File: src/rtl/evo_i2c_pkg.sv
// Shared definitions for the evo_i2c_target responder: FSM state encoding,
// ACK/NACK bus levels and default configuration values.
package evo_i2c_pkg;

  // Byte-level FSM state, kept as plain constants for legacy tool flows
  typedef logic [2:0] i2c_state_t;

  localparam i2c_state_t ST_IDLE      = 3'd0;
  localparam i2c_state_t ST_ADDR      = 3'd1;
  localparam i2c_state_t ST_ADDR_ACK  = 3'd2;
  localparam i2c_state_t ST_WR_BYTE   = 3'd3;
  localparam i2c_state_t ST_WR_ACK    = 3'd4;
  localparam i2c_state_t ST_RD_BYTE   = 3'd5;
  localparam i2c_state_t ST_RD_ACK    = 3'd6;
  localparam i2c_state_t ST_WAIT_STOP = 3'd7;

  // SDA level during the acknowledge bit
  localparam logic I2C_ACK  = 1'b0;
  localparam logic I2C_NACK = 1'b1;

  // Default 7-bit target address and glitch-filter depth
  localparam logic [6:0] TGT_ADDR_DEFAULT   = 7'h42;
  localparam int         FILTER_LEN_DEFAULT = 3;

endpackage

File: src/rtl/evo_i2c_filter.sv
// Conditions one raw I2C pad line: 2-FF synchronizer, optional glitch
// filter (FILTER_LEN > 0) and rise/fall edge detection. Idle level is high.
module evo_i2c_filter
  import evo_i2c_pkg::*;
#(
  parameter int FILTER_LEN = FILTER_LEN_DEFAULT
) (
  input  logic clk,
  input  logic reset,
  input  logic line_in,
  output logic level_o,
  output logic rise_o,
  output logic fall_o
);

  logic sync1_q, sync1_d;
  logic sync2_q, sync2_d;
  logic prev_q, prev_d;
  logic level_s;

  // Synchronizer chain and edge-detect history
  always_comb begin
    sync1_d = line_in;
    sync2_d = sync1_q;
    prev_d  = level_s;
  end

  // Synchronizer and edge-detect flops, reset to the idle-high bus level
  always_ff @(posedge clk) begin
    if (reset) begin
      sync1_q <= 1'b1;
      sync2_q <= 1'b1;
      prev_q  <= 1'b1;
    end else begin
      sync1_q <= sync1_d;
      sync2_q <= sync2_d;
      prev_q  <= prev_d;
    end
  end

  generate
    if (FILTER_LEN > 0) begin : g_filt
      localparam int CW = $clog2(FILTER_LEN) + 1;
      logic [CW-1:0] cnt_q, cnt_d;
      logic          filt_q, filt_d;

      // Accept a new level only after FILTER_LEN consecutive differing samples
      always_comb begin
        cnt_d  = {CW{1'b0}};
        filt_d = filt_q;
        if (sync2_q != filt_q) begin
          if (cnt_q == CW'(FILTER_LEN - 1)) begin
            filt_d = sync2_q;
            cnt_d  = {CW{1'b0}};
          end else begin
            cnt_d = cnt_q + CW'(1);
          end
        end else begin
          cnt_d = {CW{1'b0}};
        end
      end

      // Filter state flops
      always_ff @(posedge clk) begin
        if (reset) begin
          cnt_q  <= {CW{1'b0}};
          filt_q <= 1'b1;
        end else begin
          cnt_q  <= cnt_d;
          filt_q <= filt_d;
        end
      end

      assign level_s = filt_q;
    end else begin : g_bypass
      assign level_s = sync2_q;
    end
  endgenerate

  assign level_o = level_s;
  assign rise_o  = level_s & ~prev_q;
  assign fall_o  = ~level_s & prev_q;

endmodule

File: src/rtl/evo_i2c_target.sv
// I2C target bridging SAMD-initiated byte transfers onto an 8-bit register
// bus with an auto-incrementing pointer. Define EVO_I2C_TGT_FILTER_EN to
// enable the SCL/SDA glitch filter (FILTER_LEN samples).
module evo_i2c_target
  import evo_i2c_pkg::*;
#(
  parameter logic [6:0] TGT_ADDR   = TGT_ADDR_DEFAULT,
  parameter int         FILTER_LEN = FILTER_LEN_DEFAULT
) (
  input  logic       clk,
  input  logic       reset,
  input  logic       scl_in,
  input  logic       sda_in,
  output logic       sda_oe,
  output logic [7:0] reg_addr,
  output logic       reg_wr_en,
  output logic [7:0] reg_wdata,
  output logic       reg_rd_en,
  input  logic [7:0] reg_rdata,
  output logic       busy
);

`ifdef EVO_I2C_TGT_FILTER_EN
  localparam int FILT_ON = 1;
`else
  localparam int FILT_ON = 0;
`endif
  localparam int EFF_FILTER_LEN = FILTER_LEN * FILT_ON;

  logic scl_lvl, scl_rise, scl_fall;
  logic sda_lvl, sda_rise, sda_fall;
  logic start_s, stop_s;
  logic [7:0] byte_s;

  i2c_state_t state_q, state_d;
  logic [7:0] shift_q, shift_d;
  logic [2:0] bit_cnt_q, bit_cnt_d;
  logic [7:0] ptr_q, ptr_d;
  logic       sda_oe_q, sda_oe_d;
  logic       wr_en_q, wr_en_d;
  logic [7:0] wdata_q, wdata_d;
  logic       rd_en_q, rd_en_d;
  logic       busy_q, busy_d;
  logic       rw_q, rw_d;
  logic       first_q, first_d;
  logic       cap_q, cap_d;
  logic       inc_q, inc_d;

  evo_i2c_filter #(.FILTER_LEN(EFF_FILTER_LEN)) u_scl (
    .clk     (clk),
    .reset   (reset),
    .line_in (scl_in),
    .level_o (scl_lvl),
    .rise_o  (scl_rise),
    .fall_o  (scl_fall)
  );

  evo_i2c_filter #(.FILTER_LEN(EFF_FILTER_LEN)) u_sda (
    .clk     (clk),
    .reset   (reset),
    .line_in (sda_in),
    .level_o (sda_lvl),
    .rise_o  (sda_rise),
    .fall_o  (sda_fall)
  );

  // Bus conditions are only legal as SDA edges while SCL is high
  assign start_s = sda_fall & scl_lvl;
  assign stop_s  = sda_rise & scl_lvl;
  assign byte_s  = {shift_q[6:0], sda_lvl};

  // Byte FSM, shifter, pointer and register-bus strobe generation
  always_comb begin
    state_d   = state_q;
    shift_d   = shift_q;
    bit_cnt_d = bit_cnt_q;
    ptr_d     = ptr_q;
    sda_oe_d  = sda_oe_q;
    wr_en_d   = 1'b0;
    wdata_d   = wdata_q;
    rd_en_d   = 1'b0;
    busy_d    = busy_q;
    rw_d      = rw_q;
    first_d   = first_q;
    cap_d     = rd_en_q;
    inc_d     = 1'b0;

    // Read data arrives the cycle after the strobe; pointer advances after
    // the capture or one cycle after a write strobe.
    if (cap_q) begin
      shift_d = reg_rdata;
      ptr_d   = ptr_q + 8'd1;
    end else if (inc_q) begin
      ptr_d = ptr_q + 8'd1;
    end else begin
      ptr_d = ptr_q;
    end

    if (start_s) begin
      state_d   = ST_ADDR;
      bit_cnt_d = 3'd0;
      sda_oe_d  = 1'b0;
      busy_d    = 1'b0;
    end else if (stop_s) begin
      state_d   = ST_IDLE;
      bit_cnt_d = 3'd0;
      sda_oe_d  = 1'b0;
      busy_d    = 1'b0;
    end else begin
      case (state_q)
        ST_IDLE: begin
          sda_oe_d = 1'b0;
        end
        ST_ADDR: begin
          if (scl_rise) begin
            shift_d   = byte_s;
            bit_cnt_d = bit_cnt_q + 3'd1;
            if (bit_cnt_q == 3'd7) begin
              if (byte_s[7:1] == TGT_ADDR) begin
                state_d = ST_ADDR_ACK;
                rw_d    = byte_s[0];
                first_d = 1'b1;
                busy_d  = 1'b1;
                rd_en_d = byte_s[0];
              end else begin
                state_d = ST_WAIT_STOP;
              end
            end else begin
              state_d = ST_ADDR;
            end
          end else begin
            state_d = ST_ADDR;
          end
        end
        ST_ADDR_ACK: begin
          // First fall drives the ACK, second fall ends the ACK bit
          if (scl_fall) begin
            bit_cnt_d = 3'd0;
            if (!sda_oe_q) begin
              sda_oe_d = 1'b1;
            end else if (rw_q) begin
              state_d  = ST_RD_BYTE;
              sda_oe_d = ~shift_q[7];
              shift_d  = {shift_q[6:0], 1'b0};
            end else begin
              state_d  = ST_WR_BYTE;
              sda_oe_d = 1'b0;
            end
          end else begin
            state_d = ST_ADDR_ACK;
          end
        end
        ST_WR_BYTE: begin
          if (scl_rise) begin
            shift_d   = byte_s;
            bit_cnt_d = bit_cnt_q + 3'd1;
            if (bit_cnt_q == 3'd7) begin
              state_d = ST_WR_ACK;
              if (first_q) begin
                ptr_d   = byte_s;
                first_d = 1'b0;
              end else begin
                wr_en_d = 1'b1;
                wdata_d = byte_s;
                inc_d   = 1'b1;
              end
            end else begin
              state_d = ST_WR_BYTE;
            end
          end else begin
            state_d = ST_WR_BYTE;
          end
        end
        ST_WR_ACK: begin
          if (scl_fall) begin
            bit_cnt_d = 3'd0;
            if (!sda_oe_q) begin
              sda_oe_d = 1'b1;
            end else begin
              sda_oe_d = 1'b0;
              state_d  = ST_WR_BYTE;
            end
          end else begin
            state_d = ST_WR_ACK;
          end
        end
        ST_RD_BYTE: begin
          if (scl_rise) begin
            if (bit_cnt_q == 3'd7) begin
              state_d   = ST_RD_ACK;
              bit_cnt_d = 3'd0;
            end else begin
              bit_cnt_d = bit_cnt_q + 3'd1;
            end
          end else if (scl_fall) begin
            sda_oe_d = ~shift_q[7];
            shift_d  = {shift_q[6:0], 1'b0};
          end else begin
            state_d = ST_RD_BYTE;
          end
        end
        ST_RD_ACK: begin
          // Release SDA for the initiator's ACK/NACK, then sample it
          if (scl_fall) begin
            sda_oe_d = 1'b0;
          end else if (scl_rise) begin
            bit_cnt_d = 3'd0;
            if (sda_lvl == I2C_ACK) begin
              state_d = ST_RD_BYTE;
              rd_en_d = 1'b1;
            end else begin
              state_d = ST_WAIT_STOP;
              busy_d  = 1'b0;
            end
          end else begin
            state_d = ST_RD_ACK;
          end
        end
        ST_WAIT_STOP: begin
          sda_oe_d = 1'b0;
        end
        default: begin
          state_d  = ST_IDLE;
          sda_oe_d = 1'b0;
          busy_d   = 1'b0;
        end
      endcase
    end
  end

  // State and output registers with synchronous reset
  always_ff @(posedge clk) begin
    if (reset) begin
      state_q   <= ST_IDLE;
      shift_q   <= 8'h00;
      bit_cnt_q <= 3'd0;
      ptr_q     <= 8'h00;
      sda_oe_q  <= 1'b0;
      wr_en_q   <= 1'b0;
      wdata_q   <= 8'h00;
      rd_en_q   <= 1'b0;
      busy_q    <= 1'b0;
      rw_q      <= 1'b0;
      first_q   <= 1'b0;
      cap_q     <= 1'b0;
      inc_q     <= 1'b0;
    end else begin
      state_q   <= state_d;
      shift_q   <= shift_d;
      bit_cnt_q <= bit_cnt_d;
      ptr_q     <= ptr_d;
      sda_oe_q  <= sda_oe_d;
      wr_en_q   <= wr_en_d;
      wdata_q   <= wdata_d;
      rd_en_q   <= rd_en_d;
      busy_q    <= busy_d;
      rw_q      <= rw_d;
      first_q   <= first_d;
      cap_q     <= cap_d;
      inc_q     <= inc_d;
    end
  end

  // SDA is released in the very cycle reset is asserted
  assign sda_oe    = sda_oe_q & ~reset;
  assign reg_addr  = ptr_q;
  assign reg_wr_en = wr_en_q;
  assign reg_wdata = wdata_q;
  assign reg_rd_en = rd_en_q;
  assign busy      = busy_q;

endmodule

File: config.mk
export PLATFORM = sky130hd
export DESIGN_NAME = evo_i2c_target
export DESIGN_NICKNAME = d
export VERILOG_FILES = /design/src/rtl/evo_i2c_pkg.sv /design/src/rtl/evo_i2c_filter.sv /design/src/rtl/evo_i2c_target.sv
export SDC_FILE = /design/constraint.sdc
export NUM_CORES = 1
export LEC_CHECK = 0
export ABC_CLOCK_PERIOD_IN_PS = 2000
export CORE_MARGIN = 5
export CORE_UTILIZATION = 35
export DETAILED_ROUTE_END_ITERATION = 6
export SLEW_MARGIN = 20
export SYNTH_ARGS = -nofsm -noshare
export SYNTH_HDL_FRONTEND = slang
export SYNTH_SLANG_ARGS = --single-unit
File: constraint.sdc
create_clock -name clk -period 2 [get_ports clk]
set_input_delay 0.4 -clock clk [delete_from_list [all_inputs] [get_ports clk]]
set_output_delay 0.4 -clock clk [all_outputs]
set_load 0.005 [all_outputs]
==> results by group <==
Run status
  • Run status: finished clean

GRT
  • Wire length of the first global-routing pass: 9653 um
  • Met2 usage in global routing: 0.2094
  • Met1 demand-to-capacity share in global routing: 0.1982
  • Largest net degree at the start of global routing: 22
  • Met3 track utilization from global routing: 0.02583
  • Grt ovf: 0
  • Peak-usage layer in the global routing report: met2
  • Initial antenna violation count: 0
  • Overall fraction of global-route tracks in use: 0.1395
  • Number of global-route vias before repair: about 2,000

Clock network
  • Cell chosen for the clock root: sky130_fd_sc_hd__clkbuf_8
  • CTS max path bufs: 2
  • Worst skew pair latency: approximately 0.30 ns
  • Hold Buf Count CTS: 0
  • CTS Buf Count: 5
  • Clock sinks: 43
  • Max H-tree Level: 2
  • TritonCTS clock tree: done
  • Clock slew seen by the registers of the worst setup and hold paths: 0.09 ns

Detailed routing
  • Via total after detailed routing: approximately 2,000
  • Post-detailed-routing wire length: ~5700 um
  • Routed wire length per instance: 15.18 um
  • Router iterations before antenna repair: 4
  • DRC violation count after routing: 0
  • Avg Vias per Cell: ~5.4
  • First DRT Iteration DRCs: about 140
  • Number of routed nets with antenna violations: 0

Layout
  • Synth-to-Final Area Change: 28.22%
  • Final net count: approximately 310
  • Share of layout cells above drive strength 1: 0.2033
  • Count of fill cells added during filler insertion: 597
  • Antenna fix cells: 0

Place
  • Half-perimeter wire length of the detailed placement result: about 4200 um
  • Placer's final routability congestion estimate: about 0.88
  • Input/output buffers: 31
  • Pre-CTS worst setup slack: between 0.1 and 0.15 ns

Floorplanning
  • Total I/O pin count: 32
  • Placeable Area: ~6300 um^2
  • Horizontal extent of the die: 90.62 um
  • Die H: between 90 and 100 um
  • Die footprint: a little over 8000 um^2
  • Initial core utilization: 0.3582
  • Placement Rows: 29

STA
  • Worst-case setup margin in the final layout: 0.1281 ns
  • Number of endpoints failing setup at the final stage: 0
  • Skew final: approximately 0.0039 ns
  • Time the final worst path needs with I/O delays and setup: between 1.5 and 2 ns
  • Final Cycle Share: 0.9359
  • Max_slew headroom: 0.6335
  • Unrepaired setup endpoints after global routing: false
  • Transition time at the pin with the least slew margin: around 0.55 ns
  • Number of hold violations in the final report: 0
  • Final sum of negative setup slack: 0 ns
  • Number of pins with negative max-slew slack in the final report: 0
  • Top achievable clock speed: 534.2 MHz

Worst setup path
  • Arrival time at the worst endpoint: between 2 and 2.5 ns
  • Startpoint class of the critical path: flop
  • Type of the worst setup path: reg2reg
  • Nature of the critical path endpoint: flop
  • Required time reported for the critical path endpoint: approximately 2.2 ns
  • Crit path max fanout: 5

Logic synthesis
  • Post-synth EDFFs: 0
  • Cell count after synthesis: about 260
  • Total of warnings raised by yosys: 0
  • Cell type contributing the most total cell area after synthesis: sky130_fd_sc_hd__dfxtp_1
  • Post-synthesis area per instance: between 8 and 9 um^2
  • Number of distinct library cells after synthesis: between 50 and 60
  • Synthesized area: approximately 2300 um^2
  • Register area share after synthesis: 0.3784
  • Main synth FF type: sky130_fd_sc_hd__dfxtp_1
  • Net count after synthesis: between 200 and 300
  • Post-synth ARST share: 0
  • Number of synthesized register bits: 43
  • Fraction of synthesized cell area taken by the top area cell type: 0.3784
  • Ranking of synthesized cells by area: sky130_fd_sc_hd__dfxtp_1 (38%), sky130_fd_sc_hd__mux2i_1 (8.4%), sky130_fd_sc_hd__nor2_1 (5.1%)

Power
  • LEAKAGE: about 1.1 nW
  • Maximum vdd ir drop: ~0.00038 V
  • Pwr dens: roughly 800 nW/um^2

Hold path
  • Worst Hold Class: reg2reg

Run
  • MaxCap Viol Count: 0
cell usage in the layout, fill, tap and decap left out, drive strengths merged, types with 4 or more instances in the layout:
cell type and n:
a211oi 9, a21oi 18, a221oi 5, buf 24, clkbuf 5, clkdlybuf4s50 31
dfxtp 43, inv 5, mux2 6, mux2i 19, nand2 7, nand2b 7
nand4 4, nor2 31, nor2b 8, o21ai 10, or2 12, xor2 8
flip-flops by register name (all words and copies together), names as in the netlist:
signal and flops:
bit_cnt_q 3, busy 1, cap_q 1, first_q 1
inc_q 1, reg_addr 8, reg_rd_en 1, reg_wdata 8
rw_q 1, sda_oe_q 1, shift_q 8, state_q 3
u_scl.level_o 1, u_scl.prev_q 1, u_scl.sync1_q 1, u_sda.level_o 1
u_sda.prev_q 1, u_sda.sync1_q 1
power breakdown:
group          switching, W  internal, W
registers         0.0000811     0.000898
logic              0.000322     0.000308
clock network      0.000328     0.000372
worst paths after layout:
check                                start                  endpoint  slack (ns)  depth (start not counted)
setup / recovery     shift_q[4]$_SDFF_PP0_         rw_q$_SDFFE_PP0P_        0.13                          5
hold / removal    u_sda.sync1_q$_SDFF_PP1_  u_sda.level_o$_SDFF_PP1_        0.42                          1
setup reg to reg     shift_q[4]$_SDFF_PP0_         rw_q$_SDFFE_PP0P_        0.13                          5
hold reg to reg   u_sda.sync1_q$_SDFF_PP1_  u_sda.level_o$_SDFF_PP1_        0.42                          1
kinds of logic (layout without fill, tap and decap cells):
logic type                 Yosys count  after routing  synth area share
xor gates and xnor gates             9              9           0.03466
AOI/OAI and AO/OA                   58             58            0.1727
DFF                                 43             43            0.3784
and+or+nand+nor                     94             94            0.2393
buffers and inverters               23             68           0.04510
adders and majority gates            3              3           0.01650
muxes                               25             25            0.1133
metal layers:
layer | routed length, um | part of all wire
met5 | 0 | 0
met4 | 68 | 0.012
met3 | 267 | 0.047
met2 | 2645 | 0.46
met1 | 2739 | 0.48
cells in the mapped netlist, types with 4 or more instances:
| cell type | instances |
|---|---|
| sky130_fd_sc_hd__a211oi_1 | 9 |
| sky130_fd_sc_hd__a21oi_1 | 16 |
| sky130_fd_sc_hd__a221oi_1 | 5 |
| sky130_fd_sc_hd__buf_2 | 4 |
| sky130_fd_sc_hd__clkbuf_1 | 9 |
| sky130_fd_sc_hd__dfxtp_1 | 43 |
| sky130_fd_sc_hd__inv_1 | 5 |
| sky130_fd_sc_hd__mux2_2 | 6 |
| sky130_fd_sc_hd__mux2i_1 | 19 |
| sky130_fd_sc_hd__nand2_1 | 7 |
| sky130_fd_sc_hd__nand2b_1 | 7 |
| sky130_fd_sc_hd__nand4_1 | 4 |
| sky130_fd_sc_hd__nor2_1 | 31 |
| sky130_fd_sc_hd__nor2b_1 | 7 |
| sky130_fd_sc_hd__o21ai_0 | 10 |
| sky130_fd_sc_hd__or2_2 | 10 |
| sky130_fd_sc_hd__xor2_1 | 8 |
worst max-delay path, stage by stage, from the launching register on:
cell                      delay, ns
sky130_fd_sc_hd__dfxtp_1       0.36
sky130_fd_sc_hd__or4b_4        0.53
sky130_fd_sc_hd__or2_0         0.25
sky130_fd_sc_hd__or4_4         0.43
sky130_fd_sc_hd__mux2i_1       0.16
sky130_fd_sc_hd__nor2_1        0.05
stage by stage:
stage                     hold WS, ns  utilization  cell area, um^2  instances  total power (W)
after floorplan                0.3895            -             2275        255         0.001374
after global placement         0.3925       0.4394             2790        369         0.001617
after detailed placement       0.3923       0.4394             2790        369         0.001601
after CTS                      0.4138       0.4571             2903        377         0.002305
after global routing           0.4386       0.4593             2917        377         0.002430
final                          0.4151       0.4593             2917        377         0.002309
repair_timing:
item	in CTS	in global routing
setup buffers	0	0
resized for setup	0	3
setup endpoints to repair	0	3
hold endpoints to repair	0	0
cell type report:
type | count | area [um^2] | share of cell area
sequential | 43 | 860.8 | 0.2952
multi-input combinational | 189 | 1325 | 0.4543
clock inverter | 3 | 43.79 | 0.01502
timing repair buffer | 55 | 503.0 | 0.1725
inverter | 5 | 18.77 | 0.006435
clock buffer | 5 | 68.82 | 0.02360
tap | 77 | 96.34 | 0.03303
No activity file was read; power rests on OpenSTA's default activity.
